$ cat src/rtl/tod_slew_core.sv
// rtl/tod_slew_core.sv - time-of-day counter {sec, ns, sub_ns} with init load and step/slew offset
module tod_slew_core #(
   parameter int          TIME_WIDTH_SUB_NS = 20,
   parameter int          TIME_WIDTH_NS     = 32,
   parameter int          TIME_WIDTH_SEC    = 48,
   parameter int unsigned NS_PER_SEC        = 1000000000
) (
   input  logic                         clk,
   input  logic                         rst_n,
   input  logic                         set_init_time,
   input  logic [TIME_WIDTH_SUB_NS-1:0] init_time_sub_ns,
   input  logic [TIME_WIDTH_NS-1:0]     init_time_ns,
   input  logic [TIME_WIDTH_SEC-1:0]    init_time_sec,
   input  logic                         set_offset_time,
   input  logic                         plus_offset_time,
   input  logic                         offset_mode,
   input  logic [TIME_WIDTH_SUB_NS-1:0] offset_time_sub_ns,
   input  logic [TIME_WIDTH_NS-1:0]     offset_time_ns,
   input  logic [TIME_WIDTH_SUB_NS-1:0] incr_time_sub_ns,
   input  logic [TIME_WIDTH_NS-1:0]     incr_time_ns,
   input  logic [TIME_WIDTH_SUB_NS-1:0] slew_step_sub_ns,
   input  logic [TIME_WIDTH_NS-1:0]     slew_step_ns,
   output logic [TIME_WIDTH_SUB_NS-1:0] tod_sub_ns,
   output logic [TIME_WIDTH_NS-1:0]     tod_ns,
   output logic [TIME_WIDTH_SEC-1:0]    tod_sec,
   output logic                         pps,
   output logic                         offset_busy,
   output logic                         offset_done
);

   localparam int FW = TIME_WIDTH_NS + TIME_WIDTH_SUB_NS;
   // Three guard bits: sum stays below 3 * 2^FW and above -2^FW, so the MSB is a clean sign.
   localparam int EW = FW + 3;
   localparam logic [EW-1:0] NPS_F = EW'(NS_PER_SEC) << TIME_WIDTH_SUB_NS;

   localparam logic [0:0] IDLE = 1'b0;
   localparam logic [0:0] SLEW = 1'b1;

   logic [0:0]    state;
   logic [FW-1:0] rem;
   logic          slew_plus;

   logic [FW-1:0] step_f;
   logic [FW-1:0] off_f;
   logic [FW-1:0] slew_amt;
   logic [EW-1:0] base_f;
   logic [EW-1:0] adj_mag;
   logic          adj_plus;
   logic [EW-1:0] sum_f;
   logic [FW-1:0] norm_f;
   logic          carry;
   logic          borrow;

   assign offset_busy = (state == SLEW);

   always_comb begin
      step_f   = {slew_step_ns, slew_step_sub_ns};
      off_f    = {offset_time_ns, offset_time_sub_ns};
      slew_amt = (step_f < rem) ? step_f : rem;
      base_f   = EW'({tod_ns, tod_sub_ns}) + EW'({incr_time_ns, incr_time_sub_ns});
      adj_mag  = '0;
      adj_plus = 1'b1;
      if (state == SLEW) begin
         adj_mag  = EW'(slew_amt);
         adj_plus = slew_plus;
      end else if (set_offset_time && !offset_mode) begin
         adj_mag  = EW'(off_f);
         adj_plus = plus_offset_time;
      end
      sum_f  = adj_plus ? (base_f + adj_mag) : (base_f - adj_mag);
      carry  = 1'b0;
      borrow = 1'b0;
      norm_f = FW'(sum_f);
      if (sum_f[EW-1]) begin
         borrow = 1'b1;
         norm_f = FW'(sum_f + NPS_F);
      end else if (sum_f >= NPS_F) begin
         carry  = 1'b1;
         norm_f = FW'(sum_f - NPS_F);
      end
   end

   always_ff @(posedge clk or negedge rst_n) begin
      if (!rst_n) begin
         tod_sub_ns  <= '0;
         tod_ns      <= '0;
         tod_sec     <= '0;
         pps         <= 1'b0;
         offset_done <= 1'b0;
         state       <= IDLE;
         rem         <= '0;
         slew_plus   <= 1'b0;
      end else begin
         pps         <= 1'b0;
         offset_done <= 1'b0;
         if (set_init_time) begin
            tod_sub_ns <= init_time_sub_ns;
            tod_ns     <= init_time_ns;
            tod_sec    <= init_time_sec;
            state      <= IDLE;
            rem        <= '0;
         end else begin
            tod_ns     <= norm_f[FW-1:TIME_WIDTH_SUB_NS];
            tod_sub_ns <= norm_f[TIME_WIDTH_SUB_NS-1:0];
            if (carry) begin
               tod_sec <= tod_sec + TIME_WIDTH_SEC'(1);
               pps     <= 1'b1;
            end else if (borrow) begin
               tod_sec <= tod_sec - TIME_WIDTH_SEC'(1);
            end
            // A strobe arriving mid-slew falls through here untouched.
            if (state == SLEW) begin
               rem <= rem - slew_amt;
               if (rem == slew_amt) begin
                  state       <= IDLE;
                  offset_done <= 1'b1;
               end
            end else if (set_offset_time) begin
               if (offset_mode) begin
                  state     <= SLEW;
                  rem       <= off_f;
                  slew_plus <= plus_offset_time;
               end else begin
                  offset_done <= 1'b1;
               end
            end
         end
      end
   end

endmodule

$ cat config.mk
export PLATFORM = sky130hd
export DESIGN_NAME = tod_slew_core
export DESIGN_NICKNAME = d
export VERILOG_FILES = /design/src/rtl/tod_slew_core.sv
export SDC_FILE = /design/constraint.sdc
export NUM_CORES = 1
export LEC_CHECK = 0
export ABC_CLOCK_PERIOD_IN_PS = 13800
export BUFFER_PORTS_ARGS = -buffer_cell sky130_fd_sc_hd__buf_2
export CORE_AREA = 2 2 202 204
export CTS_CLUSTER_SIZE = 24
export DETAILED_ROUTE_END_ITERATION = 8
export DIE_AREA = 0 0 204 206
export GPL_TIMING_DRIVEN = 0
export PLACE_DENSITY = 0.83
export SYNTH_ARGS = -nofsm -noshare
export SYNTH_HDL_FRONTEND = slang
export SYNTH_SLANG_ARGS = --single-unit
$ cat constraint.sdc
create_clock -name clk -period 13.8 [get_ports clk]
set_clock_uncertainty 0.05 [all_clocks]
set_input_delay 1.38 -clock clk [delete_from_list [all_inputs] [get_ports clk]]
set_output_delay 1.38 -clock clk [all_outputs]
set_load 0.02 [all_outputs]
== After elaboration in Yosys (flattened, before gate mapping) ==
Cells that the tools add are included.
W data, S select, Z words.
Cells by class
  muxes and demuxes: 32
  bitwise operators: 2
  magnitude comparators: 2
  equality and inequality tests: 1
  reduce and logical (&&, ||, !) cells: 7
  add/sub/neg operators: 8
Operators by type and width (number)
  $mux W52: 8
  $mux W48: 3
  $mux W55: 2
  $add A53 B55 Y55: 1
  $ge A55 B50 Y1 const B: 1
  $sub A53 B55 Y55: 1
  $add A52 B52 Y53: 1
  $add A52 B50 Y52 const B: 1
  $eq A52 B52 Y1: 1
  $lt A52 B52 Y1: 1
  $sub A52 B50 Y52 const B: 1
  $sub A52 B52 Y52: 1
  $add A48 B1 Y48 const B: 1
  $sub A48 B1 Y48 const B: 1
  $mux W32: 1
  $mux W20: 1
  $mux W1: 17
  $reduce_bool A3 Y1: 3
  $reduce_and A4 Y1: 1
  $not A1 Y1: 2
  $reduce_and A2 Y1: 1
  $logic_and A1 B1 Y1: 1
  $logic_not A1 Y1: 1
Word-level totals
  flip-flop bits (word level): 156
  logic and storage cells: 60
  input bits: 262
  output and inout bits: 103

== Logic depth before layout (Yosys ltp) ==
  depth in word-level cells: 11
  depth in mapped cells: 60
  depth with buffers taken out: 56

== Worst setup path before layout ==
Ideal clock, no wire load.
  path kind: input-to-reg
  from: input port slew_step_sub_ns[6]
  to: register tod_sec[44]
  arrival: 13.081 ns
  setup time: 0.126 ns
  stages: 55
  setup slack: 0.543 ns
  path through: ha_1 a21o_1 a221oi_1 o21ai_1 a211o_1 a21o_1 a21oi_2 clkbuf_1 clkbuf_1 o21ai_0 nand2_1 o21a_1 ha_1 o21ai_0 inv_1 o31a_1 o2111ai_1 or2_2 [... 19 more ...] nor2_4 inv_2 fa_1 a211oi_1 o211ai_1 a31o_2 a2111oi_0 a21oi_1 o2bb2ai_1 o221a_2 a221o_1 a41oi_1 a21oi_1 a41o_1 o21a_1 nor2_1 xnor2_1 a221o_1
On the way
  longest elaborated chain between the ends: 10
  elaborated cells on any way between the ends: 13
  classes of those cells: add/sub (2); order compare (2); mux (8); reduce/logical (1)
RTL lines
  start, declared: RTL line 21  | input logic [TIME_WIDTH_SUB_NS-1:0] slew_step_sub_ns,
  $lt A52 B52 Y1: RTL line 59  | slew_amt = (step_f < rem) ? step_f : rem;
  $mux W52 (*): RTL line 59
  $mux W55 (*): RTL line 63  | if (state == SLEW) begin
  $sub A53 B55 Y55 or $add A53 B55 Y55 (tied branches): RTL line 70  | sum_f = adj_plus ? (base_f + adj_mag) : (base_f - adj_mag);
  $mux W55 (*): RTL line 70
  $ge A55 B50 Y1: RTL line 77  | end else if (sum_f >= NPS_F) begin
  $mux W1: RTL line 77
  $mux W1: RTL line 74  | if (sum_f[EW-1]) begin
  $mux W48: RTL line 105  | if (carry) begin
  $mux W48: RTL line 96  | if (set_init_time) begin
  end signal, assigned: RTL line 99  | tod_sec <= init_time_sec;
  end signal, assigned: RTL line 106  | tod_sec <= tod_sec + TIME_WIDTH_SEC'(1);
  end signal, assigned: RTL line 109  | tod_sec <= tod_sec - TIME_WIDTH_SEC'(1);
  end, declared: RTL line 25  | output logic [TIME_WIDTH_SEC-1:0] tod_sec,
Every way passes the cells marked *; elsewhere a longest branch is shown, timed or not.
A chain may end at the register's enable or synchronous reset.

== Final worst setup path ==
  from: register state (netlist: offset_busy)
  to: register tod_sec[44]
On the way
  longest elaborated chain between the ends: 8
  elaborated cells on any way between the ends: 12
  classes of those cells: add/sub (2); order compare (1); mux (8); reduce/logical (1)
RTL lines
  start, declared: RTL line 39  | logic [0:0] state;
  start signal, assigned: RTL line 90  | state <= IDLE;
  start signal, assigned: RTL line 100  | state <= IDLE;
  start signal, assigned: RTL line 115  | state <= IDLE;
  $mux W55: RTL line 63
  $sub A53 B55 Y55 or $add A53 B55 Y55 (tied branches): RTL line 70
  $mux W55 (*): RTL line 70
  $ge A55 B50 Y1: RTL line 77
  $mux W1: RTL line 77
  $mux W1: RTL line 74
  $mux W48: RTL line 105
  $mux W48: RTL line 96
Marks and branches as above.

==> run_results.csv <==
group,metric,value,unit
timing,post-route-period-util,98.7,%
status,outcome,"completed",
clock_tree,clock_sinks,156,
yosys,synth_area_leaders,"dfrtp_1 17%, ha_1 14%, a21oi_1 6.1%",
routing,wirelength,102000,um
finish,seqCellArea,0.00390,mm^2
flow_run,max_cap_violations,0,
die,die_w,204,um
routing,wl_met2,41400,um
die,ios,365,
clock_tree,ctsLongestPathBuffers,2,
yosys,synth_seq_cells,156,
timing,hold_viol,0,
routing,first_iter_violations,4075,
die,placementRows,74,
global_route,antenna_found_initial,3,
place,post-dp-hpwl,78000,um
finish,multi_input_area,0.0190,mm^2
die,dieArea,0.0420,mm^2
hold_path,hold_path.class,"reg -> reg",
place,place_inst,4056,
routing,wl_per_cell,24.7,um
clock_tree,numCtsBuffers,17,
yosys,synth.cell_area,0.0237,mm^2
place,port_buffers,362,
die,die_h,206,um
clock_tree,clkTransAtPathRegs,0.08,ns
yosys,yosysSeqAreaShare,16.5,%
die,coreArea,0.0402,mm^2
timing,relSlewSlack,14.7,%
yosys,synth_edf_count,0,
setup_path,slowest_delay,0.79,ns
yosys,ys.warnings.count,0,
yosys,async_flop_share,100,%
setup_path,critPathSlowestCell,"clkbuf_1",
clock_tree,insertion_delay,0.50,ns
finish,stdcell_count,4117,
finish,nFillCells,3630,
global_route,grtUsageTotal,46.6,%
timing,finalMaxSlewViolations,0,
timing,max_freq,0.0734,GHz
timing,worstMarginPinSlew,1.28,ns
yosys,syn_inst,3161,
yosys,synth_top_area_share,16.5,%
routing,highest_layer,"met5",
timing,fin_crit,13.62,ns
timing,setup_viol,0,
routing,post_drt_via_cell_ratio,6.92,
global_route,grt_max_degree,109,
routing,drt-met1-wl,37900,um
clock_tree,cts_tree,"built",
setup_path,worstSetupEndpointType,"flop",
routing,ant_nets,0,
clock_tree,cts_root_buf,"clkbuf_16",
finish,final_nets,4095,
routing,drc,0,
setup_path,cp_common_cell,"clkbuf_1",
setup_path,worst_setup_path_start_kind,"flop",
die,initial_core_util,58.9,%
setup_path,worstPathMaxFanout,29,
global_route,grt_overflow_total,0,
place,gp_congestion,1.13,
yosys,syn_area_per_cell,7.48,um^2
global_route,grt_pass1_wl,150000,um
finish,drive_gt1_share,16.1,%
setup_path,worst-setup-path-type,"reg -> reg",
finish,syn_to_final_growth,16.0,%
yosys,ys.flop_type,"dfrtp_1",
clock_tree,htree_levels,4,
yosys,yosysTopAreaCell,"dfrtp_1",
yosys,ys_types,100,
global_route,grt_pass1_vias,25815,
routing,drt-pass1-iter-count,7,
clock_tree,ctsHoldBuffers,0,
routing,wl_met3,14300,um
setup_path,cp.required,14.12,ns
yosys,synth_common_cells,"315 x nand2_1, 289 x a21oi_1, 261 x ha_1",
setup_path,worstPathArrival,13.94,ns
routing,via_count,28496,
yosys,synth.most_common_cell,"nand2_1",
finish,final_core_utilization,68.3,%
yosys,syn_nets,3688,
-- routing by layer --
| layer | vias to the layer above | GRT usage [%] |
|---|---|---|
| met5 | - | 1.31 |
| met4 | 2 | 29.9 |
| met3 | 558 | 15.3 |
| met2 | 2081 | 68.3 |
| met1 | 13080 | 58.7 |
| li1 | 12775 | - |
-- layout by cell type, fill, tap and decap left out, drive strengths merged, types with 26 or more instances in the layout --
cell	Yosys	layout
a21oi	292	292
and3	87	87
nand2	317	317
dfrtp	156	156
inv	132	143
a21o	136	136
xor2	86	86
o31ai	26	26
nand4	70	70
a311oi	27	27
a31oi	38	38
o21bai	27	27
nor3	53	53
o311ai	66	66
xnor2	147	147
nor2	216	216
o211ai	31	31
and2	31	31
nor4	27	27
nand2b	35	35
a211oi	94	94
ha	261	261
clkbuf	126	141
o21ai	194	194
buf	42	432
nand3	128	128
-- sequential cells by signal (all words and copies together), names as in the netlist --
| name | flops |
|---|---|
| offset_busy | 1 |
| tod_sec | 48 |
| slew_plus | 1 |
| pps | 1 |
| offset_done | 1 |
| rem | 52 |
| tod_sub_ns | 20 |
| tod_ns | 32 |
-- area by class of cell --
type / instances / area share (%)
tap: 532 / 2.43
multi-input combinational: 2705 / 69.1
clock inverter: 14 / 0.602
antenna: 4 / 0.0365
timing repair inverter: 1 / 0.0319
timing repair buffer: 390 / 7.48
buffer: 165 / 2.65
sequential: 156 / 14.2
clock buffer: 18 / 1.60
inverter: 132 / 1.85
-- repair_timing --
item	CTS	global route
setup buffers	9	18
endpoints found under the setup margin	43	13
cloned	0	1
gates resized for setup	44	47
pin swaps	5	13
-- worst paths after layout --
kind	startpoint	end	slack [ns]	cells after the start
setup reg to reg	offset_busy	tod_sec[44]	0.18	49
min in group asynchronous	rst_n	tod_ns[13]	0.73	1
hold reg to reg	slew_plus	slew_plus	0.46	1
max in group asynchronous	rst_n	rem[27]	12.02	2
setup / recovery	offset_busy	tod_sec[44]	0.18	49
hold / removal	slew_plus	slew_plus	0.46	1
-- metrics by stage --
stage	TNS, ns	worst slack, ns	area [um^2]	hold slack (ns)
after CTS	0	0.00662	27000	0.457
after global placement	-80.56	-3.28	26100	0.434
after global routing	-0.628	-0.139	27400	0.462
after detailed placement	-80.21	-3.26	26200	0.438
final	0	0.177	27400	0.458
after floorplan	0	0.543	23700	0.422
-- kinds of logic (layout without fill, tap and decap cells) --
group | count (synthesis) | count (layout) | synth area share (%)
AND/OR/NAND/NOR | 1046 | 1046 | 21.8
AO/OA/AOI/OAI | 1134 | 1134 | 32.7
other | 0 | 4 | 0
flip-flops | 156 | 156 | 16.5
buffers and inverters | 300 | 720 | 5.07
adder cells (fa/ha/maj) | 265 | 265 | 14.1
XOR/XNOR | 233 | 233 | 8.63
multiplexers | 27 | 27 | 1.20
-- worst max-delay path: cells and delay by family (launching register included) --
kind | cells | cell delay, ns
AO/OA/AOI/OAI | 25 | 6.18
XOR/XNOR | 2 | 0.18
adder cells (fa/ha/maj) | 3 | 0.89
buffers and inverters | 9 | 3.65
flip-flops | 1 | 0.37
AND/OR/NAND/NOR | 10 | 2.12
Power is left out: the tool's default activity adds up to more than one toggle a clock period on the data nets, which glitch-free logic cannot reach.
